$ cat config.mk
export PLATFORM = sky130hd
export DESIGN_NAME = key_repeat_ctrl
export DESIGN_NICKNAME = d
export VERILOG_FILES = /design/src/rtl/key_repeat_ctrl_pkg.sv /design/src/rtl/key_repeat_ctrl_channel.sv /design/src/rtl/key_repeat_ctrl.sv
export SDC_FILE = /design/constraint.sdc
export NUM_CORES = 1
export LEC_CHECK = 0
export ABC_AREA = 1
export CAP_MARGIN = 0
export CORE_MARGIN = 1.5
export CORE_UTILIZATION = 45
export CTS_BUF_LIST = sky130_fd_sc_hd__clkbuf_8
export CTS_CLUSTER_SIZE = 14
export DETAILED_ROUTE_END_ITERATION = 6
export GPL_ROUTABILITY_DRIVEN = 1
export MAX_ROUTING_LAYER = met4
export PLACE_DENSITY = 0.74
export RECOVER_POWER = 25
export SLEW_MARGIN = 40
export SYNTH_ARGS = -nofsm -noshare
export SYNTH_HDL_FRONTEND = slang
export SYNTH_HIERARCHICAL = 1
export SYNTH_SLANG_ARGS = --single-unit
$ cat constraint.sdc
create_clock -name Clk -period 2.6 [get_ports Clk]
set_clock_uncertainty 0.05 [all_clocks]
set_input_delay 0.52 -clock Clk [delete_from_list [all_inputs] [get_ports Clk]]
set_output_delay 0.52 -clock Clk [all_outputs]
set_load 0.005 [all_outputs]
$ cat src/rtl/key_repeat_ctrl_pkg.sv
// Shared definitions for the keyboard-to-move-request front end.
// HID keycodes, move-request bit positions (shared with block_logic),
// the per-action repeat state encoding and small helper functions.
package key_repeat_ctrl_pkg;

   // USB HID usage codes for the actions we recognise
   localparam logic [7:0] KEY_LEFT  = 8'h50;
   localparam logic [7:0] KEY_RIGHT = 8'h4F;
   localparam logic [7:0] KEY_DOWN  = 8'h51;
   localparam logic [7:0] KEY_ROT_L = 8'h1D;   // Z
   localparam logic [7:0] KEY_ROT_R = 8'h1B;   // X
   localparam logic [7:0] KEY_DROP  = 8'h2C;   // space

   // Bit positions inside move_req; identical to block_logic's can_move
   localparam int MV_LEFT  = 0;
   localparam int MV_RIGHT = 1;
   localparam int MV_DOWN  = 2;
   localparam int MV_ROT_L = 3;
   localparam int MV_ROT_R = 4;
   localparam int MV_WIDTH = 5;

   // Per-action repeat state. RS_DAS doubles as the "already reported"
   // state of edge-only channels, which never leave it while held.
   typedef enum logic [1:0] {
      RS_IDLE = 2'd0,
      RS_DAS  = 2'd1,
      RS_ARR  = 2'd2
   } repeat_state_t;

   // True when any of the four keycode slots carries the given code;
   // duplicates across slots naturally collapse to a single "held".
   function automatic logic key_held(input logic [31:0] kc,
                                     input logic [7:0]  code);
      logic hit;
      hit = 1'b0;
      for (int i = 0; i < 4; i++) begin
         if (kc[8*i +: 8] == code) hit = 1'b1;
      end
      return hit;
   endfunction

   // Frame counter width: enough for max(a,b)-1 with one spare bit
   function automatic int cnt_width(input int a, input int b);
      int m;
      m = (a > b) ? a : b;
      if (m < 1) m = 1;
      return $clog2(m) + 1;
   endfunction

endpackage

$ cat src/rtl/key_repeat_ctrl_channel.sv
// key_repeat_channel: one action's press / delayed-auto-shift / auto-repeat
// state machine. All state moves only on frame ticks; the pulse output is
// registered, so it is high exactly in the cycle after the tick.
//   DO_REPEAT=1, FIRST_DELAY>0 : IDLE -> DAS -> ARR (left/right)
//   DO_REPEAT=1, FIRST_DELAY=0 : IDLE -> ARR        (soft drop)
//   DO_REPEAT=0                : IDLE -> DAS, pulse on press only
module key_repeat_channel
   import key_repeat_ctrl_pkg::*;
#(
   parameter int FIRST_DELAY = 10,
   parameter int REPEAT      = 2,
   parameter bit DO_REPEAT   = 1'b1
) (
   input  logic Clk,
   input  logic Reset,
   input  logic tick,
   input  logic held,
   input  logic force_idle,
   output logic pulse
);

   localparam int CW = cnt_width(FIRST_DELAY, REPEAT);
   localparam logic [CW-1:0] FD_LAST =
      CW'((FIRST_DELAY > 0) ? FIRST_DELAY - 1 : 0);
   localparam logic [CW-1:0] RP_LAST =
      CW'((REPEAT > 0) ? REPEAT - 1 : 0);
   // State entered on a fresh press
   localparam repeat_state_t PRESS_STATE =
      (DO_REPEAT && (FIRST_DELAY == 0)) ? RS_ARR : RS_DAS;

   repeat_state_t   r_state, w_state_nx;
   logic [CW-1:0]   r_cnt, w_cnt_nx;
   logic            r_pulse, w_pulse_nx;

   // State, counter and pulse registers
   always_ff @(posedge Clk or posedge Reset) begin
      if (Reset) begin
         r_state <= RS_IDLE;
         r_cnt   <= '0;
         r_pulse <= 1'b0;
      end else begin
         r_state <= w_state_nx;
         r_cnt   <= w_cnt_nx;
         r_pulse <= w_pulse_nx;
      end
   end

   // Next-state and pulse decision, evaluated only on tick cycles
   always_comb begin
      w_state_nx = r_state;
      w_cnt_nx   = r_cnt;
      w_pulse_nx = 1'b0;
      if (tick) begin
         if (force_idle || !held) begin
            w_state_nx = RS_IDLE;
            w_cnt_nx   = '0;
         end else begin
            case (r_state)
               RS_IDLE: begin
                  w_pulse_nx = 1'b1;
                  w_cnt_nx   = '0;
                  w_state_nx = PRESS_STATE;
               end
               RS_DAS: begin
                  // Edge-only channels park here until release
                  if (DO_REPEAT) begin
                     if (r_cnt == FD_LAST) begin
                        w_pulse_nx = 1'b1;
                        w_cnt_nx   = '0;
                        w_state_nx = RS_ARR;
                     end else begin
                        w_cnt_nx = r_cnt + CW'(1);
                     end
                  end
               end
               RS_ARR: begin
                  if (r_cnt == RP_LAST) begin
                     w_pulse_nx = 1'b1;
                     w_cnt_nx   = '0;
                  end else begin
                     w_cnt_nx = r_cnt + CW'(1);
                  end
               end
               default: begin
                  w_state_nx = RS_IDLE;
                  w_cnt_nx   = '0;
               end
            endcase
         end
      end
   end

   assign pulse = r_pulse;

endmodule

$ cat src/rtl/key_repeat_ctrl.sv
// key_repeat_ctrl: converts the NIOS 32-bit keycode word into frame-aligned
// one-cycle move requests for block_logic.
// Optional feature macro: HARD_DROP_EN. When defined, space produces an
// edge-only hard_drop pulse and suppresses soft drop while held; when not
// defined, hard_drop is tied low and space is ignored.
module key_repeat_ctrl
   import key_repeat_ctrl_pkg::*;
#(
   parameter int DAS_FRAMES      = 10,
   parameter int ARR_FRAMES      = 2,
   parameter int DOWN_ARR_FRAMES = 3
) (
   input  logic                Clk,
   input  logic                Reset,
   input  logic [31:0]         keycode,
   input  logic                VGA_VS,
   output logic [MV_WIDTH-1:0] move_req,
   output logic                hard_drop,
   output logic                frame_tick
);

   logic r_vs_s1, r_vs_s2, r_vs_s3;
   logic r_frame_tick;
   logic w_tick;

   logic w_held_left, w_held_right, w_held_down, w_held_rot_l, w_held_rot_r;
   logic w_lr_conflict;
   logic w_down_force;

   logic w_pulse_left, w_pulse_right, w_pulse_down;
   logic w_pulse_rot_l, w_pulse_rot_r;

   // VGA_VS crosses from the pixel clock domain: two flops to synchronise,
   // a third to detect the rising edge
   always_ff @(posedge Clk or posedge Reset) begin
      if (Reset) begin
         r_vs_s1 <= 1'b0;
         r_vs_s2 <= 1'b0;
         r_vs_s3 <= 1'b0;
      end else begin
         r_vs_s1 <= VGA_VS;
         r_vs_s2 <= r_vs_s1;
         r_vs_s3 <= r_vs_s2;
      end
   end

   assign w_tick = r_vs_s2 & ~r_vs_s3;

   // Registered tick so frame_tick lines up with the registered pulses
   always_ff @(posedge Clk or posedge Reset) begin
      if (Reset) r_frame_tick <= 1'b0;
      else       r_frame_tick <= w_tick;
   end

   assign frame_tick = r_frame_tick;

   // Key decode; only consumed by the channels on tick cycles
   assign w_held_left  = key_held(keycode, KEY_LEFT);
   assign w_held_right = key_held(keycode, KEY_RIGHT);
   assign w_held_down  = key_held(keycode, KEY_DOWN);
   assign w_held_rot_l = key_held(keycode, KEY_ROT_L);
   assign w_held_rot_r = key_held(keycode, KEY_ROT_R);

   // Opposite directions cancel; both channels sit in IDLE until one lifts
   assign w_lr_conflict = w_held_left & w_held_right;

   key_repeat_channel #(
      .FIRST_DELAY (DAS_FRAMES),
      .REPEAT      (ARR_FRAMES),
      .DO_REPEAT   (1'b1)
   ) u_left (
      .Clk        (Clk),
      .Reset      (Reset),
      .tick       (w_tick),
      .held       (w_held_left),
      .force_idle (w_lr_conflict),
      .pulse      (w_pulse_left)
   );

   key_repeat_channel #(
      .FIRST_DELAY (DAS_FRAMES),
      .REPEAT      (ARR_FRAMES),
      .DO_REPEAT   (1'b1)
   ) u_right (
      .Clk        (Clk),
      .Reset      (Reset),
      .tick       (w_tick),
      .held       (w_held_right),
      .force_idle (w_lr_conflict),
      .pulse      (w_pulse_right)
   );

   // Soft drop repeats from the first frame with no DAS stage
   key_repeat_channel #(
      .FIRST_DELAY (0),
      .REPEAT      (DOWN_ARR_FRAMES),
      .DO_REPEAT   (1'b1)
   ) u_down (
      .Clk        (Clk),
      .Reset      (Reset),
      .tick       (w_tick),
      .held       (w_held_down),
      .force_idle (w_down_force),
      .pulse      (w_pulse_down)
   );

   key_repeat_channel #(
      .FIRST_DELAY (1),
      .REPEAT      (1),
      .DO_REPEAT   (1'b0)
   ) u_rot_l (
      .Clk        (Clk),
      .Reset      (Reset),
      .tick       (w_tick),
      .held       (w_held_rot_l),
      .force_idle (1'b0),
      .pulse      (w_pulse_rot_l)
   );

   key_repeat_channel #(
      .FIRST_DELAY (1),
      .REPEAT      (1),
      .DO_REPEAT   (1'b0)
   ) u_rot_r (
      .Clk        (Clk),
      .Reset      (Reset),
      .tick       (w_tick),
      .held       (w_held_rot_r),
      .force_idle (1'b0),
      .pulse      (w_pulse_rot_r)
   );

`ifdef HARD_DROP_EN
   logic w_held_drop;
   logic w_pulse_drop;

   assign w_held_drop  = key_held(keycode, KEY_DROP);
   // Space overrides soft drop so a hard drop never races a down step
   assign w_down_force = w_held_drop;

   key_repeat_channel #(
      .FIRST_DELAY (1),
      .REPEAT      (1),
      .DO_REPEAT   (1'b0)
   ) u_drop (
      .Clk        (Clk),
      .Reset      (Reset),
      .tick       (w_tick),
      .held       (w_held_drop),
      .force_idle (1'b0),
      .pulse      (w_pulse_drop)
   );

   assign hard_drop = w_pulse_drop;
`else
   assign w_down_force = 1'b0;
   assign hard_drop    = 1'b0;
`endif

   // Pack channel pulses into block_logic's can_move bit order
   always_comb begin
      move_req           = '0;
      move_req[MV_LEFT]  = w_pulse_left;
      move_req[MV_RIGHT] = w_pulse_right;
      move_req[MV_DOWN]  = w_pulse_down;
      move_req[MV_ROT_L] = w_pulse_rot_l;
      move_req[MV_ROT_R] = w_pulse_rot_r;
   end

endmodule

# [Word-level counts from Yosys, hierarchy flattened]
# Index checks and enable logic that the tools add are counted.
[totals] ff_bits=34 in_bits=35 output_inout_bits=7 elab_cells=165
[classes] addsub=5 eq_ne=45 mux=74 bitwise=3 n_reduce_logical=19
[ops] op="equality test 8 x 7 -> 1 bit (second input constant)" n=12
[ops] op="equality test 8 x 5 -> 1 bit (second input constant)" n=8
[ops] op="two-way mux 1 bit" n=42
[ops] op="two-way mux 5 bit" n=6
[ops] op="one-hot mux 5 bit (2 select lines)" n=2
[ops] op="one-hot mux 2 bit (3 select lines)" n=3
[ops] op="two-way mux 2 bit" n=8
[ops] op="adder 5 x 1 -> 5 bit (second input constant)" n=2
[ops] op="equality test 2 x 1 -> 1 bit (second input constant)" n=5
[ops] op="equality test 2 bit (second input constant)" n=5
[ops] op="equality test 5 x 1 -> 1 bit (second input constant)" n=2
[ops] op="equality test 5 x 4 -> 1 bit (second input constant)" n=2
[ops] op="logical NOT 2 bit" n=5
[ops] op="inequality test 2 bit (second input constant)" n=5
[ops] op="two-way mux 3 bit" n=3
[ops] op="one-hot mux 1 bit (3 select lines)" n=3
[ops] op="AND reduction 3 bit" n=3
[ops] op="one-hot mux 1 bit (2 select lines)" n=4
[ops] op="one-hot mux 2 bit (2 select lines)" n=2
[ops] op="AND reduction 2 bit" n=4
[ops] op="inequality test 3 x 1 -> 1 bit (second input constant)" n=2
[ops] op="one-hot mux 3 bit (2 select lines)" n=1
[ops] op="inequality test 2 x 1 -> 1 bit (second input constant)" n=2
[ops] op="OR reduction 2 bit" n=2
[ops] op="other kinds (9)" n=13

# [Longest topological paths before layout]
[logic_depth] depth_word=9 ltp_mapped=15 ltp_nobuf=15

# [Hierarchy]
# The synthesis kept the hierarchy.
[by_module_without_submodules] mod="key_repeat_ctrl" instances=1 cells_per_inst=145 area_per_inst_um2=718.2 seq_area_each_um2=100.1
[by_module_without_submodules] mod="key_repeat_channel (u_left)" instances=1 cells_per_inst=78 area_per_inst_um2=599.3 seq_area_each_um2=200.2
[by_module_without_submodules] mod="key_repeat_channel (u_right)" instances=1 cells_per_inst=71 area_per_inst_um2=578.1 seq_area_each_um2=200.2
[by_module_without_submodules] mod="key_repeat_channel (u_down)" instances=1 cells_per_inst=28 area_per_inst_um2=249.0 seq_area_each_um2=125.1
[by_module_without_submodules] mod="key_repeat_channel (u_rot_l ...)" instances=2 cells_per_inst=8 area_per_inst_um2=86.3 seq_area_each_um2=50.0

# [Worst setup path after synthesis]
# OpenSTA, ideal clock, no wires.
[synth_timing] kind="reg-to-reg" from="register r_vs_s3" to="register u_left.r_cnt[4]" setup_time_ns=0.065 t_arrival_ns=1.640 required_time_ns=2.485 path_slack_ns=0.846 stages_incl_launch_ff=9 path_buffers=1 synth_period_minus_slack_ns=1.754 path_cell_list="dfrtp_1 nor2_1 buf_4 inv_2 nor2_4 inv_1 nor2_1 nand2_1 nand2_1"
[synth_between] elab_chain_len=2
[synth_lines] element="start, declared" line_no="key_repeat_ctrl.sv:22" text="logic r_vs_s1, r_vs_s2, r_vs_s3;"
[synth_lines] element="start signal, assigned" line_no="key_repeat_ctrl.sv:43" text="r_vs_s3 <= r_vs_s2;"
[synth_lines] element="inverter 1 bit" line_no="key_repeat_ctrl.sv:47" text="assign w_tick = r_vs_s2 & ~r_vs_s3;"
[synth_lines] element="AND 1 bit" line_no="key_repeat_ctrl.sv:47"
[synth_lines] element="named net w_tick" line_no="key_repeat_ctrl.sv:24" text="logic w_tick;"
[synth_lines] element="end signal, assigned" line_no="key_repeat_ctrl_channel.sv:43" text="r_cnt <= w_cnt_nx;"
[synth_lines] element="end, declared" line_no="key_repeat_ctrl_channel.sv:32" text="logic [CW-1:0] r_cnt, w_cnt_nx;"
# The timed path passes the listed nets, and every way through them passes these cells.
# A chain may end at the register's enable or synchronous reset.

# [Final worst setup path]
[layout_timing] from="input keycode[24]" to="register u_right.r_state[0]"
[layout_between] elab_chain_len=6 elab_cells_between_ends=11 cone_classes="4 x eq/ne; 3 x mux; 1 x bitwise; 3 x reduce/logical"
[layout_lines] element="start, declared" line_no="key_repeat_ctrl.sv:15" text="input logic [31:0] keycode,"
[layout_lines] element="equality test 8 x 7 -> 1 bit" line_no="key_repeat_ctrl_pkg.sv:37" text="if (kc[8*i +: 8] == code) hit = 1'b1;"
[layout_lines] element="two-way mux 1 bit" line_no="key_repeat_ctrl_pkg.sv:37"
[layout_lines] element="AND 1 bit (*)" line_no="key_repeat_ctrl.sv:65" text="assign w_lr_conflict = w_held_left & w_held_right;"
[layout_lines] element="named net w_lr_conflict" line_no="key_repeat_ctrl.sv:27" text="logic w_lr_conflict;"
[layout_lines] element="logical OR 1 bit (*)" line_no="key_repeat_ctrl_channel.sv:54" text="if (force_idle || !held) begin"
[layout_lines] element="inequality test 3 x 1 -> 1 bit (no line) / inequality test 2 x 1 -> 1 bit (equally long branches)"
[layout_lines] element="AND reduction 3 bit (no line)"
[layout_lines] element="end signal, assigned" line_no="key_repeat_ctrl_channel.sv:42" text="r_state <= w_state_nx;"
[layout_lines] element="end, declared" line_no="key_repeat_ctrl_channel.sv:31" text="repeat_state_t r_state, w_state_nx;"
# Mark *: on every way through the listed nets, which the timed path passes. The rest lies on a longest branch.

==> flow_summary.ini <==
[synth]
yosysWarnings = 6
synthesis.instances = 338
post_syn_area_sq_um = 2320
ys_seq_elements = 29
yosysSeqAreaShare = 0.313
asyncSetResetFlopFracSynth = 1.00
synth-main-ff-cell = sky130_fd_sc_hd__dfrtp_1
syn-mean-instance-area_sq_um = 6.86
synth_edf_count = 0
synthDistinctLibCells = 30

[timing]
setup_viol = 0
final.min_clock_period_ns = 2.04
max_freq_ghz = 0.490
fin_hold_ws_ns = 0.296
timing_hold_violations_final = 0
final_critical_path_setup_slack_ns = 0.559
final.period_utilization = 0.785
grt_setup_unrepaired = false
fin_tns_setup_ns = 0
final_max_slew_viol_count = 0

[floorplanning]
design.die.area_sq_um = 5590
rows = 25
die_y_um = 74.8
die_width_um = 74.8
ioPinCount = 42
starting_utilization_of_the_core_area = 0.478
coreArea_sq_um = 4850

[drt]
route.met3.wl_um = 159
drt_iter0_drc = 89
met2RoutedLength_mm = 2.13
post-route-drc-count = 0
first_pass_iters = 4
routed_wirelength_mm = 4.42
post_route_met1_wirelength_mm = 2.08
detail_route.wl_per_cell_um = 9.77
detailroute.via_count = 2035
dr.max_layer_used = met4
viasPerCell = 4.50
antenna_violating_nets_post_route = 0

[placed_design]
dp_worst_setup_slack_ns = 0.265
dp.final_hpwl_mm = 3.65
place_inst = 444
io_buffers = 40
finalWeightedCongestion = 0.848
detailed_place.area_sq_um = 2780

[critical_path]
sort_of_element_at_the_start_of_the_critical_path = input pin
timing.critical_path.required_ns = 2.76
crit_path_max_fanout = 4
timing.critical_path.arrival_ns = 2.20
timing.setup.critical_path_class = input pin to flip-flop
worst_setup_path_end_kind = flip-flop

[power_and_ir_drop]
powerDensity_nw_per_um2 = 342
cellLeakagePower_nw = 1.44
post-layout-total-power_mw = 0.979
combinationalPowerShare = 0.152
p_clk_frac = 0.377
power.ir.vdd_worst_uv = 213
seqPwrFrac = 0.471
sw_frac_of_total = 0.271
netSwitchingPower_mw = 0.265
internal-power_mw = 0.714

[clock_network]
numClockSinks = 29
cts.repair.resized = 0
cts.clk_slew.worst_paths_ns = 0.07
cts_setup_buffers = 0
worstSkewPairLatency_ns = 0.29
root_buffer = sky130_fd_sc_hd__clkbuf_8
cts_hold_repair.buffers = 0
cts_made_buffers = 5
cts_tree = built
clock_tree.htree_level_count = 2
clk_path_buf_depth = 2

[final_layout]
final_design_area_no_fill_sq_um = 2860
n_fill_cell = 459
fraction_of_final_layout_cells_sized_beyond_drive_strength_1 = 0.166
postLayoutCoreUtil = 0.590
final_nets = 433
antenna_cells = 0
area_delta_synth_final_pct = 23.5
final_cells = 452

[flow_run]
cap_viol_max_count = 0

[global_route]
number_of_antenna_violations_at_the_first_check_in_global_routing = 0
grt_remaining_overflow = 0
grt_pass1_wl_mm = 7.51
grt_start_max_net_pins = 25
first_global_vias = 1867
groute.usage.overall = 0.183

[hold_path]
class_of_the_tightest_hold_or_removal_check = flip-flop to flip-flop

[run_status]
outcome = completed
==> power groups by stage <==
stage / sequential (mW) / clock [mW] / combinational [mW]
final: 0.462 / 0.369 / 0.149
after global routing: 0.463 / 0.396 / 0.168
after CTS: 0.462 / 0.376 / 0.151
after detailed placement: 0.470 / 0 / 0.151
after global placement: 0.470 / 0 / 0.148
after floorplan: 0.470 / 0 / 0.0744
==> cells by family after synthesis <==
| logic type | count (synthesis) | synth area share |
|---|---|---|
| buffers and inverters | 80 | 0.141 |
| and+or+nand+nor | 184 | 0.383 |
| AOI/OAI and AO/OA | 26 | 0.0707 |
| xor gates and xnor gates | 4 | 0.0151 |
| DFF | 29 | 0.313 |
| other | 1 | 0.00162 |
| adders and majority gates | 14 | 0.0756 |
==> layout make-up <==
cell class | instances | area, sq um | area share
Multi-Input combinational cell | 234 | 1280 | 0.449
Sequential cell | 29 | 726 | 0.254
Timing Repair Buffer | 41 | 408 | 0.143
Inverter | 73 | 274 | 0.0958
Tap cell | 67 | 83.8 | 0.0293
Clock buffer | 5 | 68.8 | 0.0240
Clock inverter | 3 | 17.5 | 0.00612
==> per-layer routing <==
| layer | global-route usage | up-vias |
|---|---|---|
| met3 | 0.0522 | 7 |
| met4 | 0.0525 | 0 |
| met1 | 0.214 | 892 |
| met2 | 0.307 | 32 |
| met5 | - | - |
| li1 | - | 1104 |
==> worst paths after layout <==
kind                                                  end  slack, ns  cells after the start              start
min in group asynchronous         u_rot_l/pulse$_DFF_PP0_       0.59                      2              Reset
max reg2reg                        u_left/pulse$_DFF_PP0_       1.15                      7  r_vs_s2$_DFF_PP0_
min reg2reg                             r_vs_s2$_DFF_PP0_       0.30                      0  r_vs_s1$_DFF_PP0_
min                                     r_vs_s2$_DFF_PP0_       0.30                      0  r_vs_s1$_DFF_PP0_
max                        u_right/r_state[0]$_DFFE_PP0P_       0.56                     13        keycode[24]
max in group asynchronous     u_left/r_cnt[3]$_DFFE_PP0P_       1.52                      2              Reset
==> flip-flops by register name (all words and copies together), names as in the netlist <==
name             flops
u_left/pulse         1
u_right/pulse        1
r_vs_s1              1
u_rot_r/r_state      1
u_left/r_state       2
r_vs_s3              1
u_left/r_cnt         5
u_rot_l/pulse        1
u_rot_r/pulse        1
u_rot_l/r_state      1
r_vs_s2              1
u_down/r_cnt         3
u_right/r_state      2
u_right/r_cnt        5
u_down/pulse         1
frame_tick           1
u_down/r_state       1
==> critical path, cell delays in order <==
cell and delay [ns]:
sky130_fd_sc_hd__clkdlybuf4s50_1 0.50, sky130_fd_sc_hd__nand2_1 0.08, sky130_fd_sc_hd__nor2_1 0.10, sky130_fd_sc_hd__nand2_1 0.07
sky130_fd_sc_hd__nand2_1 0.08, sky130_fd_sc_hd__nor2_2 0.05, sky130_fd_sc_hd__nor2_2 0.19, sky130_fd_sc_hd__inv_1 0.10
sky130_fd_sc_hd__nand2_1 0.11, sky130_fd_sc_hd__nor2_1 0.07, sky130_fd_sc_hd__a21oi_2 0.19, sky130_fd_sc_hd__nand2_1 0.07
sky130_fd_sc_hd__o21ai_0 0.07
==> cells in the final DEF, fill, tap and decap left out, types with 3 or more instances in the layout <==
cell type,count
sky130_fd_sc_hd__nor2_1,33
sky130_fd_sc_hd__clkbuf_8,5
sky130_fd_sc_hd__nand3_1,11
sky130_fd_sc_hd__dfrtp_1,29
sky130_fd_sc_hd__o21ai_0,4
sky130_fd_sc_hd__o21bai_1,3
sky130_fd_sc_hd__inv_2,8
sky130_fd_sc_hd__nand2_2,18
sky130_fd_sc_hd__nand4_1,4
sky130_fd_sc_hd__inv_1,65
sky130_fd_sc_hd__ha_1,14
sky130_fd_sc_hd__nand3_2,3
sky130_fd_sc_hd__nand2_1,87
sky130_fd_sc_hd__nor2_2,10
sky130_fd_sc_hd__conb_1,6
sky130_fd_sc_hd__o21ai_2,4
sky130_fd_sc_hd__clkdlybuf4s50_1,38
sky130_fd_sc_hd__a21oi_1,8
sky130_fd_sc_hd__nor3_1,5
sky130_fd_sc_hd__nor3_2,6
==> cell usage after synthesis (4+ instances only) <==
cell type,n,area share
sky130_fd_sc_hd__nand3_1,11,0.024
sky130_fd_sc_hd__nor3_1,5,0.011
sky130_fd_sc_hd__nand4_1,4,0.011
sky130_fd_sc_hd__o21ai_2,4,0.015
sky130_fd_sc_hd__nor2_1,33,0.053
sky130_fd_sc_hd__inv_2,8,0.013
sky130_fd_sc_hd__nand2_2,18,0.049
sky130_fd_sc_hd__inv_1,65,0.11
sky130_fd_sc_hd__nand2_1,87,0.14
sky130_fd_sc_hd__nor3_2,6,0.026
sky130_fd_sc_hd__ha_1,14,0.076
sky130_fd_sc_hd__nor2_2,10,0.027
sky130_fd_sc_hd__o21ai_0,4,0.0086
sky130_fd_sc_hd__a21oi_1,8,0.017
sky130_fd_sc_hd__buf_4,7,0.023
sky130_fd_sc_hd__dfrtp_1,29,0.31
Note: power is estimated with default switching activity, not from simulation.
==> edit 1: new RTL, same settings <==
Build with the macro `HARD_DROP_EN` defined.
--- a/src/rtl/key_repeat_ctrl.sv
+++ b/src/rtl/key_repeat_ctrl.sv
@@ -4,4 +4,6 @@
 // edge-only hard_drop pulse and suppresses soft drop while held; when not
 // defined, hard_drop is tied low and space is ignored.
+`define HARD_DROP_EN
+
 module key_repeat_ctrl
    import key_repeat_ctrl_pkg::*;
Check against the original RTL: not equivalent (Yosys sat finds a counterexample within 4 cycles, from zero or initial values and one cycle with Reset high).
==> edit 1 against the original RTL <==
Non-clock buffer count grew 1. Synthesized cell count grew 6.8%. Final area grew 5.7%. Core utilization shrank 0.55 points. Critical path depth shrank 1. Largest cell class unchanged. Total power grew 8.4%. Sequential cell count grew 2. Highest routed layer unchanged. Synthesized area grew 5.4%. Routed wire length grew 14%. Sequential share of layout area grew 0.29 points. Setup slack lost 37 ps. Final cell count grew 6.2%.
==> edit 1: results (changes against the original RTL) <==
<table>
<tr><th>Metric</th><th>Value</th></tr>
<tr><th colspan="2">Place</th></tr>
<tr><td>Number of placed instances with taps included</td><td>472 (+6.3%)</td></tr>
<tr><td>IO Port Bufs</td><td>41 (+2.5%)</td></tr>
<tr><td>Final estimated routing congestion in global placement</td><td>0.928 (+9.4%)</td></tr>
<tr><th colspan="2">Route</th></tr>
<tr><td>Mean number of vias per cell</td><td>4.76 (+5.7%)</td></tr>
<tr><td>Metal3 WL</td><td>201 µm (+26%)</td></tr>
<tr><td>First-pass detailed-route iteration total</td><td>5 (+1)</td></tr>
<tr><td>Final Routed Wirelength</td><td>5020 µm (+14%)</td></tr>
<tr><td>Drt first-iter violations</td><td>115 (+29%)</td></tr>
<tr><td>Wire length on met2</td><td>2420 µm (+14%)</td></tr>
<tr><th colspan="2">Synth</th></tr>
<tr><td>Largest cells by area after synthesis</td><td>dfrtp_1 32%, nand2_1 14%, inv_1 10%</td></tr>
<tr><td>Post-synth top cells</td><td>89 x nand2_1, 68 x inv_1, 46 x nor2_1</td></tr>
<tr><td>Complex-gate fraction of the synthesized area</td><td>7.27% (+0.20 points)</td></tr>
<tr><td>Synthesized area per cell</td><td>6.77 µm² (-1.3%)</td></tr>
<tr><td>Sequential area share after synthesis</td><td>31.8% (+0.44 points)</td></tr>
<tr><th colspan="2">Global routing</th></tr>
<tr><td>Met2 usage</td><td>30.9% (+0.23 points)</td></tr>
<tr><td>Overall routing resource usage</td><td>18.7% (+0.43 points)</td></tr>
<tr><td>First-pass GRT wire length</td><td>8680 µm (+16%)</td></tr>
<tr><td>Global routing met3 resource utilization</td><td>3.21% (-2.0 points)</td></tr>
<tr><th colspan="2">Final layout</th></tr>
<tr><td>Number of clock-tree buffers in the layout</td><td>7 (+2)</td></tr>
<tr><td>Final Net Count</td><td>458 (+5.8%)</td></tr>
<tr><td>Clock network area share</td><td>3.31% (+0.29 points)</td></tr>
<tr><td>Fraction of area in multi-input gates</td><td>45.3% (+0.40 points)</td></tr>
<tr><td>Filler cells</td><td>467 (+1.7%)</td></tr>
<tr><td>Sequential cell count</td><td>31 (+6.9%)</td></tr>
<tr><td>Non-filler cells in the finished layout</td><td>480 (+6.2%)</td></tr>
<tr><td>Number of multi-input logic gates</td><td>256 (+9.4%)</td></tr>
<tr><th colspan="2">Power and ir drop</th></tr>
<tr><td>Pint</td><td>0.800 mW (+12%)</td></tr>
<tr><td>Seq pwr</td><td>0.494 mW (+6.9%)</td></tr>
<tr><th colspan="2">Status</th></tr>
<tr><td>Outcome</td><td>completed</td></tr>
</table>
## edit 1: cell types whose count changed in the layout (fill, tap and decap cells not counted), sizes merged, moves of 2 or more
cell,before,now
clkinv,2,0
clkbuf,5,7
nor3,11,15
nor2,45,57
dfrtp,29,31
nand3,14,21
nand2,107,104
## edit 1: stage by stage
step,util (%),cell area [µm²],power [mW]
finish,58.5,3020,1.06
detailed placement,56.5,2920,0.663
floorplan,-,2460,0.581
global placement,56.5,2920,0.661
global route,58.5,3020,1.12
CTS,58.5,3020,1.08
## edit 1: final timing paths
path                       startpoint            endpoint  slack (ps)  cells after the start
max in group asynchronous       Reset  u_right/r_state[1]        1500                      2
setup / recovery           keycode[8]  u_right/r_state[1]         520                     12
hold reg to reg               r_vs_s1             r_vs_s2         300                      0
min in group asynchronous       Reset       u_rot_r/pulse         630                      2
setup reg to reg              r_vs_s3     u_down/r_cnt[2]        1150                      6
hold / removal                r_vs_s1             r_vs_s2         300                      0
==> edit 2: new RTL, config.mk and constraints unchanged <==
Without the edit above. Make the reset (`Reset`) synchronous in 3 clocked blocks.
--- a/src/rtl/key_repeat_ctrl_channel.sv
+++ b/src/rtl/key_repeat_ctrl_channel.sv
@@ -34,5 +34,5 @@
 
    // State, counter and pulse registers
-   always_ff @(posedge Clk or posedge Reset) begin
+   always_ff @(posedge Clk) begin
       if (Reset) begin
          r_state <= RS_IDLE;
--- a/src/rtl/key_repeat_ctrl.sv
+++ b/src/rtl/key_repeat_ctrl.sv
@@ -33,5 +33,5 @@
    // VGA_VS crosses from the pixel clock domain: two flops to synchronise,
    // a third to detect the rising edge
-   always_ff @(posedge Clk or posedge Reset) begin
+   always_ff @(posedge Clk) begin
       if (Reset) begin
          r_vs_s1 <= 1'b0;
@@ -48,5 +48,5 @@
 
    // Registered tick so frame_tick lines up with the registered pulses
-   always_ff @(posedge Clk or posedge Reset) begin
+   always_ff @(posedge Clk) begin
       if (Reset) r_frame_tick <= 1'b0;
       else       r_frame_tick <= w_tick;
Behaviour: differs if Reset is asserted again (counterexample within 4 cycles, from zero or initial values and one cycle with Reset high); with Reset held inactive, the same outputs for 10 cycles.
==> edit 2 against the original RTL <==
First-iteration DRC count shrank 9.0%. Core utilization decreased by 0.61 points. Sequential cell count stayed put. Final area is 3.6% lower. Global-route usage up 0.90 points. Count of clock-buffer cells in the layout did not move. Routed wire length up 0.93%. Clock power decreased by 11%. Combinational power is 3% higher. Total power decreased by 4.5%. Synthesized cell count up 8.3%. Synthesized area down 4.4%. Setup slack better by 1.9 ps. Sequential share of layout area decreased by 4.3 points. Critical path type unchanged. Highest routed layer unchanged.
==> edit 2: results (changes against the original RTL) <==
<table>
<tr><th>Metric</th><th>Value</th></tr>
<tr><th colspan="2">Global routing</th></tr>
<tr><td>Initial antenna violation count</td><td>0 (unchanged)</td></tr>
<tr><td>First-pass GRT wire length</td><td>7910 µm (+5.3%)</td></tr>
<tr><td>Via count of the first global-routing pass</td><td>1951 (+4.5%)</td></tr>
<tr><td>Pin count of the biggest net entering global routing</td><td>11 (-56%)</td></tr>
<tr><td>Overall routing resource usage</td><td>19.2% (+0.90 points)</td></tr>
<tr><th colspan="2">Setup path</th></tr>
<tr><td>CP delay by family, top</td><td>simple AND/OR/NAND/NOR gates</td></tr>
<tr><td>Internal reg-to-reg setup slack</td><td>1230 ps (+80 ps)</td></tr>
<tr><td>Data arrival time of the critical path</td><td>2140 ps (-60 ps)</td></tr>
<tr><td>Peak fanout along the critical path</td><td>3 (-1)</td></tr>
<tr><th colspan="2">CTS</th></tr>
<tr><td>Clock-pin slew reported for the worst setup and hold paths after clock tree synthesis</td><td>60 ps</td></tr>
<tr><td>Post-CTS Setup Repair Bufs</td><td>0 (unchanged)</td></tr>
<tr><td>Clk_lat worst skew</td><td>270 ps (-20 ps)</td></tr>
<tr><th colspan="2">Timing</th></tr>
<tr><td>Worst Hold Slack</td><td>361 ps (+65.5 ps)</td></tr>
<tr><th colspan="2">Final layout</th></tr>
<tr><td>Filler cells</td><td>471 (+2.6%)</td></tr>
<tr><td>Final Net Count</td><td>461 (+6.5%)</td></tr>
<tr><td>Fraction of layout instances using a drive strength above 1</td><td>13.1% (-3.5 points)</td></tr>
<tr><th colspan="2">Synth</th></tr>
<tr><td>Number of different library cells in the post-synthesis netlist</td><td>25 (-17%)</td></tr>
<tr><td>Sequential area share after synthesis</td><td>26.2% (-5.1 points)</td></tr>
<tr><td>Top_reg_cell synth</td><td>dfxtp_1</td></tr>
<tr><td>Share of synthesized registers carrying an async set or reset</td><td>0% (-100 points)</td></tr>
<tr><td>Largest cells by area after synthesis</td><td>dfxtp_1 26%, nand2_1 18%, inv_1 12%</td></tr>
<tr><td>Post-synth top cells</td><td>105 x nand2_1, 68 x inv_1, 45 x nor2_1</td></tr>
<tr><th colspan="2">Route</th></tr>
<tr><td>Final Routed Wirelength</td><td>4460 µm (+0.93%)</td></tr>
<tr><td>First-pass detailed-route iteration total</td><td>4 (unchanged)</td></tr>
<tr><td>Number of vias after detailed routing</td><td>2162 (+6.2%)</td></tr>
<tr><td>Drt first-iter violations</td><td>81 (-9.0%)</td></tr>
<tr><th colspan="2">Place</th></tr>
<tr><td>Final estimated routing congestion in global placement</td><td>0.883 (+4.1%)</td></tr>
<tr><td>Final HPWL DP</td><td>3700 µm (+1.5%)</td></tr>
<tr><th colspan="2">Power and ir drop</th></tr>
<tr><td>Switching portion of total power</td><td>24.9% (-2.2 points)</td></tr>
<tr><td>Maximum VDD drop</td><td>0.277 mV (+30%)</td></tr>
<tr><td>Leak Pwr</td><td>1.27 nW (-11%)</td></tr>
<tr><th colspan="2">Status</th></tr>
<tr><td>Outcome</td><td>completed</td></tr>
</table>
[edit 2: cell count changes in the layout (fill, tap and decap cells not counted), sizes merged, moves of 3 or more]
cell	change
a21oi	+7
nor2	+15
dfrtp	-29
nand2	+10
inv	+4
dfxtp	+29
o21bai	-3
o21ai	+3
[edit 2: power by group through the flow]
stage / Clock, mW / Sequential [mW] / Combinational, mW
finish: 0.328 / 0.454 / 0.153
global route: 0.358 / 0.455 / 0.173
CTS: 0.341 / 0.454 / 0.155
detailed placement: 0 / 0.464 / 0.154
global placement: 0 / 0.464 / 0.152
floorplan: 0 / 0.463 / 0.0727
[edit 2: layer usage]
layer,part of all wire [%],routed length [µm],GRT usage [%]
met5,0,0,-
met4,0.85,38,5.03
met3,3.6,159,3.31
met2,45,2010,31.1
met1,51,2250,24.6
[edit 2: kinds of logic (layout without fill, tap and decap cells)]
family | count (synthesis) | in the layout | share of synthesized area, %
AND/OR/NAND/NOR | 208 | 208 | 43.5
buffers and inverters | 83 | 127 | 15.1
other | 1 | 4 | 0.169
adder cells (fa/ha/maj) | 12 | 12 | 6.78
XOR/XNOR | 3 | 3 | 1.19
flip-flops | 29 | 29 | 26.2
AO/OA/AOI/OAI | 30 | 30 | 7.11
[edit 2: tightest hold or removal path, stage by stage (launching register included)]
cell and delay [ps]:
dfxtp_1 300, inv_1 50, nor2_1 30
[edit 2: area by class of cell]
class / instances / share of cell area (%)
sequential: 29 / 21.0
multi-input combinational: 257 / 47.3
inverter: 77 / 10.5
clock buffer: 5 / 2.49
tap: 67 / 3.04
clock inverter: 1 / 0.181
timing repair buffer: 44 / 15.5
[edit 2: metrics by stage]
stage               area [µm²]  setup WS, ps  std cells  power [mW]
global route              2760           356        480       0.986
detailed placement        2700           293        474       0.618
floorplan                 2230           895        369       0.536
CTS                       2770           581        480       0.949
global placement          2700           308        474       0.616
finish                    2760           561        480       0.935
[edit 2: path summary, 6_finish.rpt]
path                     startpoint                end  cells after the start
setup / recovery        keycode[18]  u_left/r_state[0]                     14
hold / removal              r_vs_s1            r_vs_s2                      2
setup reg to reg  u_left/r_state[0]    u_left/r_cnt[4]                      8
hold reg to reg             r_vs_s1            r_vs_s2                      2
